### src/rtl/apb_cmd_master.sv
// APB requester: takes single read/write commands over valid/ready, runs the
// SETUP/ACCESS handshake with a bounded PREADY wait, and returns a response.
module apb_cmd_master #(
  parameter int ADDR_W  = 32,
  parameter int DATA_W  = 32,
  parameter int TIMEOUT = 16,
  parameter int CNT_W   = 8
) (
  input  logic              PCLK,
  input  logic              PRESETn,
  input  logic              cmd_valid,
  output logic              cmd_ready,
  input  logic              cmd_write,
  input  logic [ADDR_W-1:0] cmd_addr,
  input  logic [DATA_W-1:0] cmd_wdata,
  output logic              rsp_valid,
  input  logic              rsp_ready,
  output logic [DATA_W-1:0] rsp_rdata,
  output logic              rsp_err,
  output logic              rsp_timeout,
  output logic              PSEL,
  output logic              PENABLE,
  output logic              PWRITE,
  output logic [ADDR_W-1:0] PADDR,
  output logic [DATA_W-1:0] PWDATA,
  input  logic [DATA_W-1:0] PRDATA,
  input  logic              PREADY,
  input  logic              PSLVERR
);

  // state  | meaning
  // IDLE   | ready for a command; APB bus deselected
  // SETUP  | PSEL=1, PENABLE=0 for one cycle
  // ACCESS | PSEL=1, PENABLE=1, waiting for PREADY or timeout
  // RESP   | response held on rsp_* until rsp_ready
  typedef enum logic [1:0] {
    ST_IDLE   = 2'd0,
    ST_SETUP  = 2'd1,
    ST_ACCESS = 2'd2,
    ST_RESP   = 2'd3
  } state_t;

  localparam bit              TO_EN   = (TIMEOUT != 0);
  localparam logic [CNT_W-1:0] TO_LAST = CNT_W'((TIMEOUT > 0) ? (TIMEOUT - 1) : 0);

  state_t              state_q, state_d;
  logic                psel_q, psel_d;
  logic                penable_q, penable_d;
  logic                pwrite_q, pwrite_d;
  logic [ADDR_W-1:0]   paddr_q, paddr_d;
  logic [DATA_W-1:0]   pwdata_q, pwdata_d;
  logic                rsp_valid_q, rsp_valid_d;
  logic [DATA_W-1:0]   rsp_rdata_q, rsp_rdata_d;
  logic                rsp_err_q, rsp_err_d;
  logic                rsp_timeout_q, rsp_timeout_d;
  logic [CNT_W-1:0]    wait_cnt_q, wait_cnt_d;

  always_ff @(posedge PCLK or negedge PRESETn) begin
    if (!PRESETn) begin
      state_q       <= ST_IDLE;
      psel_q        <= 1'b0;
      penable_q     <= 1'b0;
      pwrite_q      <= 1'b0;
      paddr_q       <= '0;
      pwdata_q      <= '0;
      rsp_valid_q   <= 1'b0;
      rsp_rdata_q   <= '0;
      rsp_err_q     <= 1'b0;
      rsp_timeout_q <= 1'b0;
      wait_cnt_q    <= '0;
    end else begin
      state_q       <= state_d;
      psel_q        <= psel_d;
      penable_q     <= penable_d;
      pwrite_q      <= pwrite_d;
      paddr_q       <= paddr_d;
      pwdata_q      <= pwdata_d;
      rsp_valid_q   <= rsp_valid_d;
      rsp_rdata_q   <= rsp_rdata_d;
      rsp_err_q     <= rsp_err_d;
      rsp_timeout_q <= rsp_timeout_d;
      wait_cnt_q    <= wait_cnt_d;
    end
  end

  always_comb begin
    state_d       = state_q;
    psel_d        = psel_q;
    penable_d     = penable_q;
    pwrite_d      = pwrite_q;
    paddr_d       = paddr_q;
    pwdata_d      = pwdata_q;
    rsp_valid_d   = rsp_valid_q;
    rsp_rdata_d   = rsp_rdata_q;
    rsp_err_d     = rsp_err_q;
    rsp_timeout_d = rsp_timeout_q;
    wait_cnt_d    = wait_cnt_q;

    unique case (state_q)
      ST_IDLE: begin
        if (cmd_valid) begin
          pwrite_d   = cmd_write;
          paddr_d    = cmd_addr;
          pwdata_d   = cmd_wdata;
          psel_d     = 1'b1;
          wait_cnt_d = '0;
          state_d    = ST_SETUP;
        end
      end
      ST_SETUP: begin
        penable_d = 1'b1;
        state_d   = ST_ACCESS;
      end
      ST_ACCESS: begin
        // PREADY is checked first so a completion on the expiry edge still wins
        if (PREADY) begin
          rsp_rdata_d   = pwrite_q ? '0 : PRDATA;
          rsp_err_d     = PSLVERR;
          rsp_timeout_d = 1'b0;
          rsp_valid_d   = 1'b1;
          psel_d        = 1'b0;
          penable_d     = 1'b0;
          state_d       = ST_RESP;
        end else if (TO_EN && (wait_cnt_q == TO_LAST)) begin
          rsp_rdata_d   = '0;
          rsp_err_d     = 1'b1;
          rsp_timeout_d = 1'b1;
          rsp_valid_d   = 1'b1;
          psel_d        = 1'b0;
          penable_d     = 1'b0;
          state_d       = ST_RESP;
        end else begin
          wait_cnt_d = wait_cnt_q + CNT_W'(1);
        end
      end
      ST_RESP: begin
        if (rsp_ready) begin
          rsp_valid_d = 1'b0;
          state_d     = ST_IDLE;
        end
      end
      default: state_d = ST_IDLE;
    endcase
  end

  assign cmd_ready   = (state_q == ST_IDLE);
  assign rsp_valid   = rsp_valid_q;
  assign rsp_rdata   = rsp_rdata_q;
  assign rsp_err     = rsp_err_q;
  assign rsp_timeout = rsp_timeout_q;
  assign PSEL        = psel_q;
  assign PENABLE     = penable_q;
  assign PWRITE      = pwrite_q;
  assign PADDR       = paddr_q;
  assign PWDATA      = pwdata_q;

endmodule

### config.mk
export PLATFORM = sky130hd
export DESIGN_NAME = apb_cmd_master
export DESIGN_NICKNAME = d
export VERILOG_FILES = /design/src/rtl/apb_cmd_master.sv
export SDC_FILE = /design/constraint.sdc
export NUM_CORES = 1
export LEC_CHECK = 0
export BUFFER_PORTS_ARGS = -buffer_cell sky130_fd_sc_hd__buf_2
export CAP_MARGIN = 20
export CORE_ASPECT_RATIO = 0.5
export CORE_MARGIN = 2
export CORE_UTILIZATION = 48
export CTS_BUF_LIST = sky130_fd_sc_hd__clkbuf_4
export DETAILED_ROUTE_END_ITERATION = 7
export GPL_TIMING_DRIVEN = 0
export PLACE_DENSITY = 0.82
export SYNTH_ARGS = -nofsm -noshare
export SYNTH_HDL_FRONTEND = slang
export SYNTH_SLANG_ARGS = --single-unit
### constraint.sdc
create_clock -name PCLK -period 2.5 [get_ports PCLK]
set_clock_uncertainty 0.05 [all_clocks]
set_input_delay 0.375 -clock PCLK [delete_from_list [all_inputs] [get_ports PCLK]]
set_output_delay 0.375 -clock PCLK [all_outputs]
set_load 0.02 [all_outputs]
======== After elaboration in Yosys (flattened, before gate mapping) ========
Cells that the tools add are included.
operators by class
  add/subtract/negate cells ............... 1
  multiply operators ...................... 0
  div/mod/pow operators ................... 0
  $lt $le $gt $ge ......................... 0
  equal/unequal tests ..................... 9
  shift operators ......................... 0
  multiplexer cells ....................... 23
  bitwise gates (word level) .............. 0
  reductions and logical operators ........ 12
operator list
  operator                                       number
  2-to-1 mux 32 bit                              3
  2-to-1 mux 8 bit                               3
  case mux 8 bit (2 select lines)                1
  AND reduction 3 bit                            3
  adder 8 x 1 -> 8 bit, second input constant    1
  == test 8 x 4 -> 1 bit, second input constant  1
  2-to-1 mux 1 bit                               8
  2-to-1 mux 2 bit                               4
  != test 2 bit, second input constant           4
  case mux 2 bit (4 select lines)                1
  nonzero test 2 bit                             4
  case mux 1 bit (2 select lines)                3
  AND reduction 2 bit                            3
  == test 2 bit, second input constant           2
  AND reduction 4 bit                            1
  != test 3 bit, second input constant           1
  == test 2 x 1 -> 1 bit, second input constant  1
  zero test 2 bit                                1
storage, ports and cells
  bits in registers ....................... 112
  latch bits .............................. 0
  bits in writable memories ............... 0
  ROM bits ................................ 0
  word-level logic and storage cells ...... 56
  memories ................................ 0

======== Logic depth before layout (Yosys ltp) ========
Gate-level depths: netlist (run 1).
  depth in word-level cells ............... 4
  depth in mapped cells ................... 7
  gate-level depth less buffers ........... 6

======== Worst setup path before layout (run 1) ========
No wires, ideal clock.
  path type ............................... register -> register
  from .................................... reg state_q[0]
  to ...................................... reg pwrite_q, in the netlist PWRITE
  arrival time ............................ 1.736 ns
  required time ........................... 2.322 ns
  path slack .............................. 0.586 ns
  cell stages (with the launch flop) ...... 7
  clock period less this slack ............ 1.914 ns
  cell sequence ........................... dfrtp_1 inv_1 ha_1 nand2_1 clkbuf_1 buf_2 mux2_1
between the ends
  cells in the longest elaborated chain, start to end .. 2
ends and longest elaborated chain
  what                           RTL line  RTL
  start, declared                46        state_t state_q, state_d;
  start signal, assigned         72        state_q <= state_d;
  zero test 2 bit                n/a
  net cmd_ready                  12        output logic cmd_ready,
  AND reduction 2 bit (no line)  n/a
  end signal, assigned           75        pwrite_q <= pwrite_d;
  end, declared                  49        logic pwrite_q, pwrite_d;
The timed path passes the listed nets, and every way through them passes these cells.
A chain may end at the register's enable or synchronous reset.

======== Worst setup path in the final report (run 1) ========
  from .................................... reg state_q[0]
  to ...................................... reg rsp_rdata_q[30], in the netlist rsp_rdata[30]
between the ends
  cells in the longest elaborated chain, start to end .. 2
ends and longest elaborated chain
  what                           RTL line  RTL
  == test 2 bit                  99        unique case (state_q)
  AND reduction 2 bit (no line)  n/a
  end signal, assigned           79        rsp_rdata_q <= rsp_rdata_d;
  end, declared                  53        logic [DATA_W-1:0] rsp_rdata_q, rsp_rdata_d;
No other way between the ends.

==> metrics.yaml, run 1 <==
outcome: "complete, no violations"
hpwl_um: 8190
worstHoldPathCells: 2
powerDensity_mw_per_mm2: 1270
rsz0062_at_grt: "no"
grtUsageMet3: 0.0486
routedWlPerCell_um: 16.2
cp.required_ns: 2.86
leakage_nw: 3.00
rr_endpoint: "rsp_rdata[30]"
fp.dieW_um: 141
grt_antenna_before_repair: 0
core_mm2: 0.00932
slew_viol_final: 0
final_util: 0.634
cts_buffer_depth: 2
setup_violations: 0
crit_fanout: 10
via_per_inst: 5.16
r2r_slack_ns: 0.31
grt_use_met2: 0.392
ys_ff_latch: 112
hold_start: "cmd_addr[22]"
fin_nets: 656
synthCells: 330
synth_nets: 438
start_util: 0.486
worst_pin_slew_ns: 0.713
gp_congestion: 0.752
cap_violations: 0
clk_pin_slew_ns: 0.17
wl_um: 10900
drt-initial-drc-count: 162
path_class: "flip-flop to flip-flop"
syn2layout_area_growth_pct: 30.3
grtUsageMet1: 0.259
rr_worst_depth: 7
grt_max_degree: 61
cts_made_buffers: 9
io_buffer_count: 205
post-route-min-period_ns: 2.19
place_inst: 657
clock_latency_ns: 0.47
dr_total_vias: 3478
timing.slew.headroom: 0.524
busiest_layer: "met2"
post-cts-setup-buffers: 0
grt_usage: 0.217
p_total_mw: 7.50
synth_ff_type: "dfrtp_1"
grt_pass1_wl_um: 17500
syn_area_mm2: 0.00453
reg2reg_from: "state_q[0]"
worstSetupEndpointType: "flip-flop"
die_area_mm2: 0.0103
ant_nets: 0
cts_tree: "built"
cts_root_buffer: "clkbuf_4"
htreeDepth: 3
yosysWarningCount: 0
max_freq_mhz: 456
globalRouteOverflowTotal: 0
drc: 0
grt_pass1_vias: 3552
synth-edff-count: 0
first_pass_iters: 4
die_height_um: 72.7
drive_gt1_frac: 0.436
row_count: 25
crit_arrival_ns: 2.55
final_cells: 674
syn_area_per_cell_um2: 13.7
hold_end: "PADDR[22]"
clkSinkCount: 112
start_kind: "flip-flop"
peakVddDrop_mv: 0.545
antennaDiodeCount: 0
ios: 206
holdCritPathClass: "input pin to flip-flop"
hold_viol: 0
period_share: 0.877
post_synth_num_cell_types: 39
synthArstFlopShare: 1.00
yosysSeqAreaShare: 0.618
[metal layers]
metal	vias to the layer above	wire (um)
li1	1628	-
met1	1737	4310
met2	93	5860
met3	20	516
met4	0	214
met5	-	0
[metrics by stage]
stage          instance area (um2)  setup WS (ns)  hold WS [ns]  setup TNS, ns
6_report                      5910          0.307        0.0517              0
5_1_grt                       5910          0.115        0.0133              0
4_1_cts                       5900          0.153        0.0245              0
3_5_place_dp                  5740          0.187         0.418              0
3_3_place_gp                  5710         -0.292         0.409         -32.06
2_1_floorplan                 4530          0.586        0.0294              0
[logic make-up after synthesis]
| kind of cell | synth area share |
|---|---|
| compound gates | 0.0944 |
| fa+ha+maj | 0.0138 |
| buf+inv | 0.0262 |
| flops | 0.618 |
| mux | 0.171 |
| simple gates | 0.0767 |
[placed cells by master (no fill, tap or decap), types with 2 or more instances in the layout]
master    synthesis  final
buf_2             8    212
dfrtp_1         112    112
mux2_1           65     65
o21ai_1          23     23
nand2_1          21     21
a22o_1           20     20
nand4b_1         15     15
clkbuf_4          0     11
clkbuf_1          9      8
nor2_1            6      6
inv_1             5      5
ha_1              5      5
a21oi_1           4      4
nand3_1           4      4
nand2b_1          2      2
inv_2             2      2
buf_1             2      2
mux2i_1           2      2
a31oi_1           2      2
mux2_2            2      2
nand3b_1          2      2
inv_6             0      2
clkinv_4          0      2
[timing repair]
action                     4_1_cts  5_1_grt
hold buffers                     1        0
setup endpoints to repair        0        7
hold endpoints to repair        52        0
gates resized for setup          0        3
[critical path, cell delays in order, from the launching register on]
cell      delay, ns
dfrtp_1        0.44
inv_1          0.12
ha_1           0.20
inv_2          0.05
buf_2          0.20
nor3b_4        0.44
clkbuf_1       0.42
a22o_1         0.21
[cells in the mapped netlist, types with 4 or more instances]
cell type / number / area [um2]
nand4b_1: 15 / 131
ha_1: 5 / 62.6
nand3_1: 4 / 20.0
dfrtp_1: 112 / 2800
o21ai_1: 23 / 115
nand2_1: 21 / 78.8
a21oi_1: 4 / 20.0
nor2_1: 6 / 22.5
buf_2: 8 / 40.0
mux2_1: 65 / 732
clkbuf_1: 9 / 33.8
a22o_1: 20 / 175
inv_1: 5 / 18.8
[state kept, by name (all words and copies together), names as in the netlist]
signal	cells
rsp_timeout	1
PENABLE	1
PSEL	1
PWRITE	1
wait_cnt_q	8
rsp_rdata	32
PWDATA	32
PADDR	32
rsp_valid	1
state_q	2
rsp_err	1
[area by class of cell]
class                           count  area (um2)
Buffer                             20        93.8
Clock buffer                       11        82.6
Clock inverter                      5        65.1
Fill cell                         776        3410
Inverter                            7        26.3
Multi-Input combinational cell    191        1620
Sequential cell                   112        2800
Tap cell                          121         151
Timing Repair Buffer              207        1070
[worst max path at each step]
stage | startpoint | to | slack (ns) | cells after the start
after global placement | PRESETn | PADDR[23] | -0.29 | 1
final | state_q[0] | rsp_rdata[30] | 0.31 | 7
after floorplan | state_q[0] | PWRITE | 0.59 | 6
after detailed placement | state_q[0] | PWDATA[5] | 0.19 | 6
after global routing | state_q[0] | rsp_rdata[28] | 0.11 | 7
after CTS | state_q[0] | PWDATA[5] | 0.15 | 6
[where the power goes]
group          switching [mW]  internal, mW  leakage, nW
Clock                   0.595         0.340       0.0820
Sequential              0.428          2.61         1.37
Combinational            2.15          1.38         1.55
Total                    3.18          4.33         3.00
Note: power is estimated with default switching activity, not from simulation.
==> run 2: changes to the inputs <==
--- a/config.mk
+++ b/config.mk
@@ -9,11 +9,11 @@
 export CAP_MARGIN = 20
 export CORE_ASPECT_RATIO = 0.5
 export CORE_MARGIN = 2
-export CORE_UTILIZATION = 48
+export CORE_UTILIZATION = 50
 export CTS_BUF_LIST = sky130_fd_sc_hd__clkbuf_4
 export DETAILED_ROUTE_END_ITERATION = 7
 export GPL_TIMING_DRIVEN = 0
-export PLACE_DENSITY = 0.82
+export PLACE_DENSITY = 0.92
 export SYNTH_ARGS = -nofsm -noshare
 export SYNTH_HDL_FRONTEND = slang
 export SYNTH_SLANG_ARGS = --single-unit
==> constraint.sdc (replaced) <==
create_clock -name PCLK -period 2.75 [get_ports PCLK]
set_clock_uncertainty 0.05 [all_clocks]
set_input_delay 0.4125 -clock PCLK [delete_from_list [all_inputs] [get_ports PCLK]]
set_output_delay 0.4125 -clock PCLK [all_outputs]
set_load 0.02 [all_outputs]
==> metrics.yaml, run 2 (same netlist as run 1, synthesis figures left out) <==
outcome: "complete, no violations"
globalRouteOverflowTotal: 0  # unchanged
antennaDiodeCount: 0  # unchanged
timing.slew.headroom: 0.410  # -0.115
ios: 206  # unchanged
dr_total_vias: 3465  # -0.37%
start_util: 0.517  # +0.0307
crit_start: "state_q[0]"
cp.required_ns: 3.06  # +0.20 ns
reg2reg_from: "state_q[0]"
cts_made_buffers: 9  # unchanged
fin_nets: 655  # -0.15%
grt_pass1_wl_um: 17800  # +1.5%
post-cts-setup-buffers: 0  # unchanged
fp.dieW_um: 139  # -2.0%
drt-initial-drc-count: 180  # +11%
crit_buf_inv: 3  # -1
routedWlPerCell_um: 16.3  # +0.61%
core_mm2: 0.00877  # -5.9%
cts_buffer_depth: 2  # unchanged
finish.instance_area_mm2: 0.00589  # -0.32%
crit_fanout: 10  # unchanged
cts.repair.resized: 0  # unchanged
period_share: 0.829  # -0.0485
peakVddDrop_mv: 0.641  # +18%
wl_um: 10900  # -0.14%
cp_slowest_cell: "clkbuf_1"
die_height_um: 71.3  # -1.9%
rsz0062_at_grt: "no"
gp_congestion: 0.780  # +3.8%
grt_usage: 0.229  # +0.0117
critPathTopFamily: "buffers and inverters"
setup_violations: 0  # unchanged
crit_arrival_ns: 2.59  # +0.04 ns
cpPeakStageDelay_ns: 0.49  # +0.05 ns
clock_latency_ns: 0.46  # about the same
post-route-min-period_ns: 2.28  # +0.0859 ns
grt_antenna_before_repair: 0  # unchanged
fill_cells: 670  # -14%
worst_pin_slew_ns: 0.885  # +0.172 ns
cap_violations: 0  # unchanged
placed_area_mm2: 0.00573  # -0.22%
final_util: 0.672  # +0.0378
powerDensity_mw_per_mm2: 1170  # -8.1%
cts_root_buffer: "clkbuf_4"
ant_nets: 0  # unchanged
path_class: "flip-flop to flip-flop"
multi_input_area_mm2: 0.00161  # -0.39%
first_pass_iters: 4  # unchanged
cts_hold_buf: 0  # -1
place_inst: 653  # -0.61%
via_per_inst: 5.18  # +0.37%
mostFrequentLayoutCell: "buf_2"
start_kind: "flip-flop"
final_cell_mix: "buf_2, dfrtp_1, mux2_1"
final_cells: 669  # -0.74%
worstPathCellList: "inv_1, ha_1, nand2_1, clkbuf_1, buf_2, mux2_1"
r2r_slack_ns: 0.47  # +0.16 ns
syn2layout_area_growth_pct: 29.9
max_freq_mhz: 439  # -3.8%
worstSetupEndpointType: "flip-flop"
seq_area_mm2: 0.00280  # unchanged
drc: 0  # unchanged
cts_tree: "built"
htreeDepth: 3  # unchanged
die_area_mm2: 0.00989  # -3.8%
grt_pass1_vias: 3462  # -2.5%
drive_gt1_frac: 0.433  # -0.00283
leakage_nw: 3.00  # -0.23%
slew_viol_final: 0  # unchanged
holdCritPathClass: "input pin to asynchronous set/reset pin"
grt_max_degree: 72  # +18%
clk_pin_slew_ns: 0.16  # about the same
row_count: 24  # -4.0%
hpwl_um: 8340  # +1.8%
io_buffer_count: 205  # unchanged
clkSinkCount: 112  # unchanged
p_total_mw: 6.87  # -8.4%
hold_viol: 0  # unchanged
run 2: routing by layer:
metal / wire length (um) / global-route usage / vias up
met4: 195 / 0.0718 / 0
li1: - / - / 1634
met2: 5670 / 0.403 / 93
met1: 4560 / 0.291 / 1719
met5: 0 / 0 / -
met3: 468 / 0.0521 / 19
run 2: path summary, 6_finish.rpt:
kind / to / depth (start not counted)
worst max-delay path: PADDR[31] / 6
worst min-delay path: wait_cnt_q[1] / 1
worst max register to register: PADDR[31] / 6
worst min register to register: rsp_rdata[0] / 2
max in group asynchronous: PADDR[8] / 2
min in group PCLK: PWDATA[28] / 2
run 2: report_power, final:
part | internal (mW) | switching (mW)
sequential | 2.37 | 0.391
clock | 0.397 | 0.497
combinational | 1.25 | 1.96
total | 4.02 | 2.85
run 2: stage by stage:
step	setup TNS, ns	setup slack (ns)	hold WS (ns)
6_report	0	0.471	0.0165
3_5_place_dp	0	0.423	0.415
4_1_cts	0	0.403	0.0241
2_1_floorplan	0	0.836	0.0669
3_3_place_gp	-0.799	-0.0151	0.411
5_1_grt	0	0.255	0.0443
run 2: layout make-up:
class	instances	area share
inverters	7	0.00446
clock inverters	4	0.0117
well taps	117	0.0249
plain buffers	20	0.0157
repair buffers	206	0.178
multi-input cells	191	0.274
clock buffers	12	0.0153
flip-flops and latches	112	0.476
